<file path="config.mk">
export PLATFORM = sky130hd
export DESIGN_NAME = spec_path_matcher
export DESIGN_NICKNAME = d
export VERILOG_FILES = /design/src/rtl/spec_path_matcher.sv
export SDC_FILE = /design/constraint.sdc
export NUM_CORES = 1
export LEC_CHECK = 0
export BUFFER_PORTS_ARGS = -buffer_cell sky130_fd_sc_hd__buf_2
export CAP_MARGIN = 30
export CORE_MARGIN = 5
export CORE_UTILIZATION = 45
export DETAILED_ROUTE_END_ITERATION = 6
export PLACE_DENSITY_LB_ADDON = 0.12
export SYNTH_ARGS = -nofsm -noshare
export SYNTH_HDL_FRONTEND = slang
export SYNTH_SLANG_ARGS = --single-unit
</file>
<file path="constraint.sdc">
create_clock -name clk -period 6.42 [get_ports clk]
set_input_delay 0 -clock clk [delete_from_list [all_inputs] [get_ports clk]]
set_output_delay 0 -clock clk [all_outputs]
set_load 0.01 [all_outputs]
</file>
<file path="src/rtl/spec_path_matcher.sv">
// Purpose: tracks CFLog words against a TCB-programmed table of speculated subpaths; optional per-path hit counters (SPEC_HIT_CNT_EN).
// Latency: detect_active / active_block_cflog_addr / spec_hit are registered, one cycle after the qualifying log_wen.
// Backpressure: none; the log stream is never stalled, and table writes outside IDLE are dropped.
module spec_path_matcher #(
    parameter int          NUM_PATHS = 4,
    parameter int          PATH_LEN  = 8,
    parameter logic [15:0] SPEC_BASE = 16'h0180
) (
    input  logic        clk,
    input  logic        puc_n,
    input  logic        data_wr,
    input  logic [15:0] data_addr,
    input  logic [15:0] data_wdata,
    input  logic        log_wen,
    input  logic [15:0] log_data,
    input  logic [15:0] log_ptr,
    input  logic        flush,
    output logic        detect_active,
    output logic [15:0] active_block_cflog_addr,
    output logic        spec_hit,
    output logic [2:0]  spec_id
`ifdef SPEC_HIT_CNT_EN
    ,
    output logic [NUM_PATHS*16-1:0] hit_cnt
`endif
);

    typedef enum logic [1:0] {S_IDLE, S_TRACK, S_COMMIT} state_t;

    state_t               r_state, w_state_nxt;
    logic [3:0]           r_len [NUM_PATHS];
    logic [15:0]          r_ent [NUM_PATHS][PATH_LEN];
    logic [NUM_PATHS-1:0] r_cand, w_cand_nxt;
    logic [3:0]           r_depth, w_depth_nxt;
    logic                 r_detect_active;
    logic [15:0]          r_start_ptr;
    logic                 r_spec_hit;
    logic [2:0]           r_spec_id;

    logic [15:0]          w_sel [NUM_PATHS];
    logic [NUM_PATHS-1:0] w_fresh_cand, w_fresh_done, w_trk_cand, w_trk_done;
    logic                 w_eval_fresh, w_load_start, w_hit;
    logic [2:0]           w_hit_id;

    // Word address of table slot k of path p (k=0 is the length word).
    function automatic logic [15:0] f_addr(input int p, input int k);
        return 16'(32'(SPEC_BASE) + 2 * (p * (PATH_LEN + 1) + k));
    endfunction

    // Lowest set index wins when several paths complete together.
    function automatic logic [2:0] f_lowest(input logic [NUM_PATHS-1:0] v);
        logic [2:0] r;
        r = '0;
        for (int i = NUM_PATHS - 1; i >= 0; i--) begin
            if (v[i]) r = 3'(i);
        end
        return r;
    endfunction

    // TCB programming window; lengths above PATH_LEN are clamped.
    always_ff @(posedge clk or negedge puc_n) begin
        if (!puc_n) begin
            for (int p = 0; p < NUM_PATHS; p++) begin
                r_len[p] <= '0;
                for (int k = 0; k < PATH_LEN; k++) r_ent[p][k] <= '0;
            end
        end else if (data_wr && (r_state == S_IDLE)) begin
            for (int p = 0; p < NUM_PATHS; p++) begin
                if (data_addr == f_addr(p, 0))
                    r_len[p] <= (data_wdata > 16'(PATH_LEN)) ? 4'(PATH_LEN) : data_wdata[3:0];
                for (int k = 0; k < PATH_LEN; k++) begin
                    if (data_addr == f_addr(p, k + 1)) r_ent[p][k] <= data_wdata;
                end
            end
        end
    end

    // Per-path compare of the current log word, both as a fresh start and as a continuation.
    always_comb begin
        w_sel        = '{default: '0};
        w_fresh_cand = '0;
        w_fresh_done = '0;
        w_trk_cand   = '0;
        w_trk_done   = '0;
        for (int p = 0; p < NUM_PATHS; p++) begin
            for (int k = 0; k < PATH_LEN; k++) begin
                if (r_depth == 4'(k)) w_sel[p] = r_ent[p][k];
            end
            w_fresh_cand[p] = (r_len[p] != 4'd0) && (log_data == r_ent[p][0]);
            w_fresh_done[p] = w_fresh_cand[p] && (r_len[p] == 4'd1);
            w_trk_cand[p]   = r_cand[p] && (r_len[p] > r_depth) && (log_data == w_sel[p]);
            w_trk_done[p]   = w_trk_cand[p] && (r_len[p] == 4'(r_depth + 4'd1));
        end
    end

    // Next-state logic; a failed TRACK word or any word seen in COMMIT is re-evaluated as a fresh start.
    always_comb begin
        w_state_nxt  = r_state;
        w_cand_nxt   = r_cand;
        w_depth_nxt  = r_depth;
        w_eval_fresh = 1'b0;
        w_load_start = 1'b0;
        w_hit        = 1'b0;
        w_hit_id     = '0;
        if (flush) begin
            w_state_nxt = S_IDLE;
            w_cand_nxt  = '0;
            w_depth_nxt = '0;
        end else begin
            case (r_state)
                S_TRACK: begin
                    if (log_wen) begin
                        if (|w_trk_done) begin
                            w_state_nxt = S_COMMIT;
                            w_hit       = 1'b1;
                            w_hit_id    = f_lowest(w_trk_done);
                            w_cand_nxt  = '0;
                            w_depth_nxt = '0;
                        end else if (|w_trk_cand) begin
                            w_cand_nxt  = w_trk_cand;
                            w_depth_nxt = r_depth + 4'd1;
                        end else begin
                            w_eval_fresh = 1'b1;
                        end
                    end
                end
                default: begin
                    w_state_nxt  = S_IDLE;
                    w_cand_nxt   = '0;
                    w_depth_nxt  = '0;
                    w_eval_fresh = log_wen;
                end
            endcase
            if (w_eval_fresh) begin
                if (|w_fresh_done) begin
                    w_state_nxt = S_COMMIT;
                    w_hit       = 1'b1;
                    w_hit_id    = f_lowest(w_fresh_done);
                    w_cand_nxt  = '0;
                    w_depth_nxt = '0;
                end else if (|w_fresh_cand) begin
                    w_state_nxt  = S_TRACK;
                    w_cand_nxt   = w_fresh_cand;
                    w_depth_nxt  = 4'd1;
                    w_load_start = 1'b1;
                end else begin
                    w_state_nxt = S_IDLE;
                    w_cand_nxt  = '0;
                    w_depth_nxt = '0;
                end
            end
        end
    end

    // State and registered outputs.
    always_ff @(posedge clk or negedge puc_n) begin
        if (!puc_n) begin
            r_state         <= S_IDLE;
            r_cand          <= '0;
            r_depth         <= '0;
            r_detect_active <= 1'b0;
            r_start_ptr     <= '0;
            r_spec_hit      <= 1'b0;
            r_spec_id       <= '0;
        end else begin
            r_state         <= w_state_nxt;
            r_cand          <= w_cand_nxt;
            r_depth         <= w_depth_nxt;
            r_detect_active <= (w_state_nxt == S_TRACK);
            r_spec_hit      <= w_hit;
            if (w_load_start) r_start_ptr <= log_ptr;
            if (w_hit)        r_spec_id   <= w_hit_id;
        end
    end

    assign detect_active           = r_detect_active;
    assign active_block_cflog_addr = r_start_ptr;
    assign spec_hit                = r_spec_hit;
    assign spec_id                 = r_spec_id;

`ifdef SPEC_HIT_CNT_EN
    logic [15:0] r_cnt [NUM_PATHS];

    // Saturating per-path hit counters; only reset clears them.
    always_ff @(posedge clk or negedge puc_n) begin
        if (!puc_n) begin
            for (int p = 0; p < NUM_PATHS; p++) r_cnt[p] <= '0;
        end else begin
            for (int p = 0; p < NUM_PATHS; p++) begin
                if (w_hit && (w_hit_id == 3'(p)) && (r_cnt[p] != 16'hFFFF))
                    r_cnt[p] <= r_cnt[p] + 16'd1;
            end
        end
    end

    // Pack counters, path p at bits [16p+15:16p].
    always_comb begin
        hit_cnt = '0;
        for (int p = 0; p < NUM_PATHS; p++) hit_cnt[16*p +: 16] = r_cnt[p];
    end
`endif

endmodule

</file>
==> impl_metrics.tcl <==
set metrics [dict create \
    status "complete, but fails checks" \
    violations "DRC" \
    vias 24300 \
    port_buffers 88 \
    slew_violations 0 \
    clock_latency_ns 0.65 \
    grt_use_total 0.329 \
    tightest_slew_ns 1.06 \
    clock_sinks 558 \
    path_depth 14 \
    cap_violations 0 \
    start_util 0.453 \
    relSlewSlack 0.288 \
    yosysWarnings 0 \
    startpoint "r_depth[3]" \
    final_util 0.513 \
    synth.distinct_cells 99 \
    syn_nets 2744 \
    cts_tree "built" \
    via_per_inst 6.72 \
    final_common_cell "dfrtp_1" \
    die_width_um 267 \
    end_kind "flip-flop" \
    r2r_slack_ns 0.60 \
    path_max_fanout 21 \
    crit_slowest_cell "dfrtp_2" \
    netlist_area_mm2 0.0297 \
    area_growth_pct 13.4 \
    yosysTopAreaCell "dfrtp_1" \
    grt_pass1_vias 24400 \
    clkTransAtPathRegs_ns 0.06 \
    path_class "flip-flop to flip-flop" \
    drtPass1Iterations 7 \
    fin_skew_ns 0.0168 \
    rows 94 \
    post_cts_buffers 0 \
    nFillCells 5819 \
    cts_made_buffers 61 \
    hold_slack_ns 0.0230 \
    ctsRootBufferMaster "clkbuf_16" \
    r2r-start "r_depth[3]" \
    hold_path.class "input pin to asynchronous set/reset pin" \
    dp_hpwl_um 76600 \
    total_power_mw 7.57 \
    dieArea_mm2 0.0712 \
    dp_cells 3473 \
    antenna_cells 0 \
    grt_max_degree 143 \
    syn_avg_cell_area_um2 11.2 \
    ys_async_sr_fraction 1.00 \
    worstPathRequired_ns 7.00 \
    cts_buffer_depth 3 \
    cpPeakStageDelay_ns 0.68 \
    finalCritPeriodShare 0.907 \
    grt_pass1_wl_um 173000 \
    gp_congestion 0.956 \
    layout_common_cells "dfrtp_1 (556), mux2_2 (516), a21oi_1 (133), nand2_1 (127), o21ai_0 (126)" \
    drtIter0Drc 3191 \
    yosysTopAreaCellShare 0.470 \
    worstSetupEndpoint "r_depth[0]" \
    ys_ff_latch 558 \
    powerDensity_mw_per_mm2 225 \
    start_kind "flip-flop" \
    r2r_end "r_depth[0]" \
    ys_seq_area_frac 0.470 \
    cellLeakagePower_nw 15.8 \
    die_h_um 267 \
    rsz0062_at_grt "false" \
    fmax_ghz 0.172 \
    ys.flop_type "dfrtp_1" \
    drtAntennaViolNets 0 \
    final_nets 2791 \
    critPathTopFamily "compound AO/OA/AOI/OAI gates" \
    synthCells 2655 \
    htree_levels 2 \
    antenna_found_initial 5 \
    path_buf_inv 3 \
    route.detailed.drc 6 \
    post_cts_resize_count 0 \
    cp_cell_sequence "buf_4 -> nand2b_2 -> buf_4 -> o21ai_0 -> o2111ai_1 -> a221oi_1 -> o211ai_1 -> nor4_1 -> nand4_1 -> a41o_1 -> and4b_1 -> a21oi_1 -> o21ai_0 -> dlygate4sd3_1" \
    reg2regPathDepth 14 \
    fin_cells 3613 \
    synth_edf_count 0 \
    drive_above_1_share 0.311 \
    wl_um 120000 \
    irDropWorstVdd_mv 0.245 \
    min_period_ns 5.82 \
    boundaryPins 90 \
    grt_overflow 0 \
    fin_setup_tns_ns 0 \
    finalHoldViolations 0 \
    finalSetupViolCount 0 \
    wl_per_cell_um 33.2 \
    netlist_top_cells_area "dfrtp_1 (47%), mux2_2 (20%), a21oi_1 (2.2%)" \
    worstPathArrival_ns 6.40 \
    core_mm2 0.0656 \
]
## layout make-up
class | instances | area (um^2) | share of cell area
clock buffer | 89 | 1750 | 0.0520
timing repair buffer | 219 | 1790 | 0.0533
sequential | 558 | 14000 | 0.415
multi-input combinational | 1809 | 14600 | 0.433
clock inverter | 21 | 302 | 0.00895
inverter | 53 | 199 | 0.00591
tap | 864 | 1080 | 0.0321
## metrics by stage
step / worst slack [ns] / area (um^2)
after global placement: 1.10 / 31000
after global routing: 0.326 / 33700
after CTS: 0.751 / 33600
after floorplan: 2.28 / 29700
final: 0.598 / 33700
after detailed placement: 1.09 / 31300
## worst reg2reg max path, stage by stage, from the launching register on
cell and delay [ns]:
dfrtp_2 0.68, buf_4 0.31, nand2b_2 0.48, buf_4 0.39, o21ai_0 0.31, o2111ai_1 0.17
a221oi_1 0.53, o211ai_1 0.14, nor4_1 0.37, nand4_1 0.51, a41o_1 0.50, and4b_1 0.53
a21oi_1 0.11, o21ai_0 0.15, dlygate4sd3_1 0.56
## repair_timing
item | CTS | global route
hold buffers | 28 | 0
hold endpoints to repair | 137 | 0
endpoints found under the setup margin | 0 | 0
## sequential cells by signal, summed over array words and instances, names as in the netlist
register                 count
r_state                      2
detect_active                1
spec_hit                     1
active_block_cflog_addr     16
spec_id                      2
r_cand                       4
r_len                       16
r_ent                      512
r_depth                      4
## worst min-delay path by stage
stage,from,depth (start not counted),end
6_report,puc_n,2,r_ent[83]
5_1_grt,data_wdata[12],4,r_ent[172]
4_1_cts,data_wdata[12],4,r_ent[172]
3_5_place_dp,puc_n,1,r_ent[83]
3_3_place_gp,puc_n,1,r_ent[83]
2_1_floorplan,puc_n,0,active_block_cflog_addr[0]
## Yosys cell counts (11+ instances only)
| cell | number |
|---|---|
| a211oi_1 | 21 |
| a21o_1 | 13 |
| a21oi_1 | 133 |
| a221oi_1 | 61 |
| a22oi_1 | 29 |
| a31oi_1 | 15 |
| and3_1 | 11 |
| buf_1 | 14 |
| buf_2 | 72 |
| clkbuf_1 | 131 |
| dfrtp_1 | 558 |
| ha_1 | 20 |
| inv_1 | 48 |
| mux2_2 | 516 |
| mux2_4 | 11 |
| mux2i_1 | 19 |
| nand2_1 | 127 |
| nand2b_1 | 30 |
| nand3_1 | 27 |
| nand3b_1 | 22 |
| nand4_1 | 18 |
| nor2_1 | 82 |
| nor2b_1 | 28 |
| nor3_1 | 30 |
| nor4_1 | 36 |
| o211ai_1 | 22 |
| o21a_1 | 11 |
| o21ai_0 | 126 |
| o221ai_1 | 22 |
| o22ai_1 | 35 |
| o2bb2ai_1 | 12 |
| xnor2_1 | 39 |
| xor2_1 | 70 |
## power breakdown
| part | switching [mW] | total (mW) | internal [mW] | leakage, nW |
|---|---|---|---|---|
| sequential | 0.000903 | 3.52 | 3.52 | 7.73 |
| clock | 1.52 | 3.68 | 2.16 | 0.997 |
| combinational | 0.289 | 0.369 | 0.0806 | 7.03 |
| total | 1.81 | 7.57 | 5.76 | 15.8 |
## cell families (layout without fill, tap and decap cells)
kind of cell | after synthesis | after routing | share of synthesized area
multiplexers | 548 | 548 | 0.208
adder cells (fa/ha/maj) | 20 | 20 | 0.00842
XOR/XNOR | 110 | 110 | 0.0327
AO/OA/AOI/OAI | 628 | 628 | 0.146
buffers and inverters | 288 | 382 | 0.0425
other | 1 | 1 | 0.000126
flip-flops | 558 | 558 | 0.470
AND/OR/NAND/NOR | 502 | 502 | 0.0922
## routing by layer
layer	track usage	vias to the layer above	part of all wire
met2	0.495	1510	0.43
met5	0	-	0.000092
met4	0.140	2	0.056
li1	-	9956	-
met1	0.459	12400	0.41
met3	0.0761	396	0.10
(Power assumes the default switching activity.)
